`src/rtl/peak_bin_detect_if.sv`:
```
// peak_bin_detect_if
//   Groups the FFT-RAM read port, the frame strobe and the peak result of
//   peak_bin_detect.
//   slave  : the detector side (takes fftdone/ramq1, drives the rest).
//   master : the FFT / beamformer side.
//   fftdone    - one-cycle pulse, a new frame is in the FFT RAM
//   ramq1      - channel-1 RAM read data {re[27:14], im[13:0]} signed
//   rdaddr1    - channel-1 RAM read address
//   maxbin     - strongest bin of the last accepted scan
//   maxpwr     - re^2 + im^2 of maxbin
//   detectdone - one-cycle pulse when maxbin/maxpwr update
//   busy       - scan in progress
interface peak_bin_detect_if;
  logic        fftdone;
  logic [27:0] ramq1;
  logic [9:0]  rdaddr1;
  logic [9:0]  maxbin;
  logic [27:0] maxpwr;
  logic        detectdone;
  logic        busy;

  modport slave  (input  fftdone, ramq1,
                  output rdaddr1, maxbin, maxpwr, detectdone, busy);
  modport master (output fftdone, ramq1,
                  input  rdaddr1, maxbin, maxpwr, detectdone, busy);
endinterface

```
`src/rtl/peak_bin_detect.sv`:
```
// peak_bin_detect
//   After every fftdone, walks channel-1 FFT RAM over bins LO_BIN..HI_BIN at
//   one bin per cycle, forms |X|^2 = re^2 + im^2 and keeps the strongest bin
//   (strict compare, lowest bin wins ties). Commits maxbin/maxpwr with a
//   one-cycle detectdone pulse; between scans rdaddr1 is parked on maxbin so
//   the peak bin sample stays on ramq1 for the beamformer.
// Ports
//   clk  - system clock
//   KEY  - KEY[0] async active-low reset, KEY[3:1] unused
//   bus  - peak_bin_detect_if.slave (fftdone, ramq1, rdaddr1, maxbin,
//          maxpwr, detectdone, busy)
// Optional build macro
//   PEAK_THRESH_EN - a scan whose best power is below MIN_PWR is discarded:
//                    no detectdone, previous maxbin/maxpwr kept.
module peak_bin_detect #(
  parameter int          LO_BIN  = 1,
  parameter int          HI_BIN  = 511,
  parameter int          RD_LAT  = 2,
  parameter logic [27:0] MIN_PWR = 28'd4096
) (
  input  logic            clk,
  input  logic [3:0]      KEY,
  peak_bin_detect_if.slave bus
);
  localparam logic [9:0] LO = 10'(LO_BIN);
  localparam logic [9:0] HI = 10'(HI_BIN);

  typedef enum logic [1:0] {IDLE, SCAN, DRAIN, COMPLETE} state_t;

  logic rst_n;
  assign rst_n = KEY[0];

  state_t                  state_q;
  logic [9:0]              rdaddr_q, maxbin_q, candbin_q, ptag_q;
  logic [27:0]             maxpwr_q, candpwr_q, pwr_q;
  logic                    detect_q, busy_q;
  // [RD_LAT-1:0] track addresses in flight through the RAM,
  // [RD_LAT] marks a valid sample in the power register.
  logic [RD_LAT:0]         vld_pipe;
  logic [RD_LAT-1:0][9:0]  tag_q;

  // Exact power: operands sign-extended so the products are full width;
  // both squares are non-negative and the sum tops out at 2^27.
  logic signed [27:0] re_x, im_x, re_sq, im_sq;
  logic        [27:0] pwr_d;
  assign re_x  = {{14{bus.ramq1[27]}}, bus.ramq1[27:14]};
  assign im_x  = {{14{bus.ramq1[13]}}, bus.ramq1[13:0]};
  assign re_sq = re_x * re_x;
  assign im_sq = im_x * im_x;
  assign pwr_d = 28'(re_sq + im_sq);

  logic commit_ok;
`ifdef PEAK_THRESH_EN
  logic committed_q;  // a scan has committed since reset
  assign commit_ok = (candpwr_q >= MIN_PWR);
`else
  logic unused_min_pwr;
  assign unused_min_pwr = ^MIN_PWR;
  assign commit_ok = 1'b1;
`endif

  logic unused_key;
  assign unused_key = ^KEY[3:1];

  always_ff @(posedge clk or negedge rst_n) begin
    if (!rst_n) begin
      state_q   <= IDLE;
      rdaddr_q  <= '0;
      maxbin_q  <= '0;
      maxpwr_q  <= '0;
      candbin_q <= '0;
      candpwr_q <= '0;
      pwr_q     <= '0;
      ptag_q    <= '0;
      detect_q  <= 1'b0;
      busy_q    <= 1'b0;
      vld_pipe  <= '0;
      tag_q     <= '0;
`ifdef PEAK_THRESH_EN
      committed_q <= 1'b0;
`endif
    end else begin
      detect_q <= 1'b0;

      // address tags ride alongside the RAM read latency
      vld_pipe[0] <= (state_q == SCAN);
      tag_q[0]    <= rdaddr_q;
      for (int i = 1; i < RD_LAT; i++) begin
        vld_pipe[i] <= vld_pipe[i-1];
        tag_q[i]    <= tag_q[i-1];
      end
      vld_pipe[RD_LAT] <= vld_pipe[RD_LAT-1];
      pwr_q            <= pwr_d;
      ptag_q           <= tag_q[RD_LAT-1];

      if (vld_pipe[RD_LAT] && (pwr_q > candpwr_q)) begin
        candpwr_q <= pwr_q;
        candbin_q <= ptag_q;
      end

      case (state_q)
        IDLE, COMPLETE: begin
          if (bus.fftdone) begin
            state_q   <= SCAN;
            rdaddr_q  <= LO;
            candpwr_q <= '0;
            candbin_q <= LO;
            busy_q    <= 1'b1;
          end
        end
        SCAN: begin
          if (rdaddr_q == HI) state_q <= DRAIN;
          else                rdaddr_q <= rdaddr_q + 10'd1;
        end
        DRAIN: begin
          // empty pipe means the last sample was compared on the previous edge
          if (vld_pipe == '0) begin
            busy_q <= 1'b0;
            if (commit_ok) begin
              maxbin_q <= candbin_q;
              maxpwr_q <= candpwr_q;
              rdaddr_q <= candbin_q;
              detect_q <= 1'b1;
              state_q  <= COMPLETE;
`ifdef PEAK_THRESH_EN
              committed_q <= 1'b1;
`endif
            end else begin
              rdaddr_q <= maxbin_q;
`ifdef PEAK_THRESH_EN
              state_q  <= committed_q ? COMPLETE : IDLE;
`else
              state_q  <= COMPLETE;
`endif
            end
          end
        end
        default: state_q <= IDLE;
      endcase
    end
  end

  assign bus.rdaddr1    = rdaddr_q;
  assign bus.maxbin     = maxbin_q;
  assign bus.maxpwr     = maxpwr_q;
  assign bus.detectdone = detect_q;
  assign bus.busy       = busy_q;
endmodule

```
`src/flat_wrapper.sv`:
```
// flat-port wrapper written by rule: the top's interface ports become plain ports
module peak_bin_detect_flat 
#(
  parameter int          LO_BIN  = 1,
  parameter int          HI_BIN  = 511,
  parameter int          RD_LAT  = 2,
  parameter logic [27:0] MIN_PWR = 28'd4096
)
  (clk, KEY, bus_fftdone, bus_ramq1, bus_rdaddr1, bus_maxbin, bus_maxpwr, bus_detectdone, bus_busy);
  peak_bin_detect_if bus_i ();
  input  logic clk;
  input  logic [3:0] KEY;
  input wire logic [$bits(bus_i.fftdone)-1:0] bus_fftdone;
  input wire logic [$bits(bus_i.ramq1)-1:0] bus_ramq1;
  output wire logic [$bits(bus_i.rdaddr1)-1:0] bus_rdaddr1;
  output wire logic [$bits(bus_i.maxbin)-1:0] bus_maxbin;
  output wire logic [$bits(bus_i.maxpwr)-1:0] bus_maxpwr;
  output wire logic [$bits(bus_i.detectdone)-1:0] bus_detectdone;
  output wire logic [$bits(bus_i.busy)-1:0] bus_busy;
  assign bus_i.fftdone = bus_fftdone;
  assign bus_i.ramq1 = bus_ramq1;
  assign bus_rdaddr1 = bus_i.rdaddr1;
  assign bus_maxbin = bus_i.maxbin;
  assign bus_maxpwr = bus_i.maxpwr;
  assign bus_detectdone = bus_i.detectdone;
  assign bus_busy = bus_i.busy;
  peak_bin_detect #(.LO_BIN(LO_BIN), .HI_BIN(HI_BIN), .RD_LAT(RD_LAT), .MIN_PWR(MIN_PWR)) u_core (.clk(clk), .KEY(KEY), .bus(bus_i));
endmodule
```
`config.mk`:
```
export PLATFORM = sky130hd
export DESIGN_NAME = peak_bin_detect_flat
export DESIGN_NICKNAME = d
export VERILOG_FILES = /design/src/rtl/peak_bin_detect_if.sv /design/src/rtl/peak_bin_detect.sv /design/src/flat_wrapper.sv
export SDC_FILE = /design/constraint.sdc
export NUM_CORES = 1
export LEC_CHECK = 0
export BUFFER_PORTS_ARGS = -buffer_cell sky130_fd_sc_hd__buf_2
export CORE_UTILIZATION = 60
export DETAILED_ROUTE_END_ITERATION = 10
export MAX_ROUTING_LAYER = met4
export PLACE_DENSITY = 0.87
export SYNTH_ARGS = -nofsm -noshare
export SYNTH_HDL_FRONTEND = slang
export SYNTH_SLANG_ARGS = --single-unit
```
`constraint.sdc`:
```
create_clock -name clk -period 5.3 [get_ports clk]
set_input_delay 1.06 -clock clk [delete_from_list [all_inputs] [get_ports clk]]
set_output_delay 1.06 -clock clk [all_outputs]
set_load 0.01 [all_outputs]
```
==> impl_metrics.ini <==
[clock_tree]
clk_path_buf_depth = 2
cts.clk_slew.worst_paths_ns = 0.06
cts_tree = built
cts.sinks = 151
htreeDepth = 4
root_buffer = clkbuf_16
hold_buffers = 0
clock_latency_ns = 0.43
cts_buffers = 17

[yosys]
ys.flop_type = dfrtp_1
yosysWarnings = 0
ys_seq_elements = 151
synth_edf_count = 0
synth-async-reset-ratio_pct = 100
mappedNetlistArea_sq_um = 19700
synth_top_area_share_pct = 41.2
ys_top_cells_by_area = fa_1 (41%), dfrtp_1 (19%), ha_1 (9.4%)
synth_fp_nets = 2462
seq_area_frac_synth_pct = 19.2
netlist_instances = 1877
synth_area_leader_cell = fa_1
postSynthAreaPerCell_sq_um = 10.5
ys_types = 57

[sta]
setup_viol_count_final = 22
fmax_mhz = 142
finalCriticalPeriod_ns = 7.02
maxSlewHeadroom_pct = 26.1
worst_pin_slew_ns = 1.11
finalWorstSetupSlack_ns = -1.72
fin_skew_ns = 0.0204
maxSlewViolCount = 0
fin_crit_sh_pct = 132
rsz0062_at_grt = yes
hold_violations = 0

[layout]
area_growth_pct = 22.5
antenna_cells = 0
drive_gt1_share_pct = 26.9
final_common_cell = inv_1
fin_nets = 2781
final_cell_mix = inv_1 (456), fa_1 (370), buf_4 (235)
final_util_pct = 75.5
fin_area_sq_um = 24100
stdcell_count = 2643

[route]
ant_nets = 0
dr.pass1.iters = 5
route.layer.met1.wl_microns = 19400
wl_met3_microns = 3420
drt-total-wl_microns = 53400
wl_met2_microns = 27900
dr.max_layer_used = met4
drc = 0
first_iter_violations = 859
wl_per_cell_microns = 20.2
vias_per_cell = 5.56
vias = 14700

[critical_path]
path_max_fanout = 9
crit_type = in -> reg
startpoint_type = input pin
crit_arrival_ns = 7.34
cp-end-kind = flop
required_ns = 5.62

[place]
dpl_cell_area_sq_um = 22300
dp_hpwl_microns = 40400
dp.cells = 2562
gp_congestion = 0.941
pre_cts_slack_ns = -2.29
portBuffers = 80

[floorplanning]
initial_core_util_pct = 61.6
die_w_microns = 183
placementRows = 65
ios = 84
dieArea_sq_um = 33500
core_area_sq_um = 31900
die_y_microns = 183

[hold_path]
hp-class = reg -> reg

[status]
violations = setup timing
status = finished with violations

[grt]
antenna_found_initial = 0
grt_pass1_wl_microns = 82000
grt_usage_pct = 32.8
grt_pass1_vias = 16200
grt_start_max_net_pins = 111
grt-ovfl-total = 0

[flow_run]
maxCapViolCount = 0
[cell usage after synthesis (5+ instances only)]
master      n
mux2i_1    38
o21ai_0    27
ha_1      147
mux2_1      9
nor3_1      8
nand3_1     8
fa_1      404
nand2_1   196
a22oi_1     6
nor2_1     46
clkbuf_1   41
a21o_1     15
mux2_2     31
buf_2       5
nand2b_1   12
o31ai_1     6
xor2_1     14
o21ai_1     6
and3_1     10
xnor2_1    38
nor2b_1     6
a21oi_1    25
and2_1     80
dfrtp_1   151
nand4_1     6
inv_1     490
[critical path, stage by stage]
cell,delay [ns]
buf_8,0.11
buf_4,0.16
buf_4,0.18
buf_4,0.16
ha_1,0.21
inv_1,0.10
fa_1,0.46
buf_4,0.17
fa_1,0.47
fa_1,0.60
fa_1,0.44
fa_1,0.51
inv_1,0.07
fa_1,0.51
fa_1,0.42
ha_1,0.23
xnor2_2,0.17
xnor2_1,0.30
xnor2_1,0.17
xnor2_1,0.28
xnor2_1,0.16
buf_4,0.17
xnor2_1,0.22
[state kept, by name, indices dropped and copies added, names as in the netlist]
signal                 cells
u_core.bus.maxpwr         28
u_core.candpwr_q          28
u_core.pwr_q              28
u_core.tag_q              20
u_core.bus.maxbin         10
u_core.bus.rdaddr1        10
u_core.candbin_q          10
u_core.ptag_q             10
u_core.vld_pipe            3
u_core.state_q             2
u_core.bus.busy            1
u_core.bus.detectdone      1
[layout make-up]
class | count | area (sq um)
multi-input cells | 1185 | 14500
well taps | 435 | 544
fillers | 1857 | 7820
repair buffers | 350 | 2790
inverters | 491 | 1880
clock buffers | 19 | 443
clock inverters | 12 | 143
flip-flops and latches | 151 | 3780
[per-stage QoR]
stage	TNS, ns	hold WS [ns]
floorplan	-23.96	0.331
global placement	-31.83	0.332
detailed placement	-36.54	0.335
CTS	-22.40	0.350
global route	-26.79	0.351
finish	-24.12	0.347
[logic make-up (layout without fill, tap and decap cells)]
| group | count (synthesis) | in the layout | share of synthesized area (%) |
|---|---|---|---|
| muxes | 78 | 78 | 4.23 |
| xor gates and xnor gates | 52 | 52 | 2.32 |
| and+or+nand+nor | 383 | 383 | 9.10 |
| AOI/OAI and AO/OA | 121 | 121 | 4.13 |
| DFF | 151 | 151 | 19.2 |
| buffers and inverters | 541 | 872 | 10.5 |
| adders and majority gates | 551 | 551 | 50.5 |
[worst paths after layout]
path / from / to / slack [ns] / cells after the start
worst max-delay path: bus_ramq1[13] / u_core.pwr_q[27] / -1.72 / 23
worst min-delay path: u_core.tag_q[16] / u_core.ptag_q[6] / 0.35 / 0
worst max register to register: u_core.candpwr_q[21] / u_core.candbin_q[1] / 1.95 / 8
worst min register to register: u_core.tag_q[16] / u_core.ptag_q[6] / 0.35 / 0
max in group asynchronous: KEY[0] / u_core.tag_q[5] / 3.42 / 2
min in group asynchronous: KEY[0] / u_core.candpwr_q[10] / 0.77 / 1
[metal layers]
layer,vias to the layer above,GRT usage [%]
li1,6232,-
met1,7501,38.7
met2,728,57.4
met3,223,4.55
met4,0,12.3
met5,-,-
[what timing repair did]
action	4_1_cts	5_1_grt
pin swaps	87	120
cloned	0	0
setup endpoints to repair	22	22
gates resized for setup	117	130
buffers inserted	25	28
Power is not shown: default switching activity piles up to over one toggle a cycle in this logic, so the estimate is an artifact.
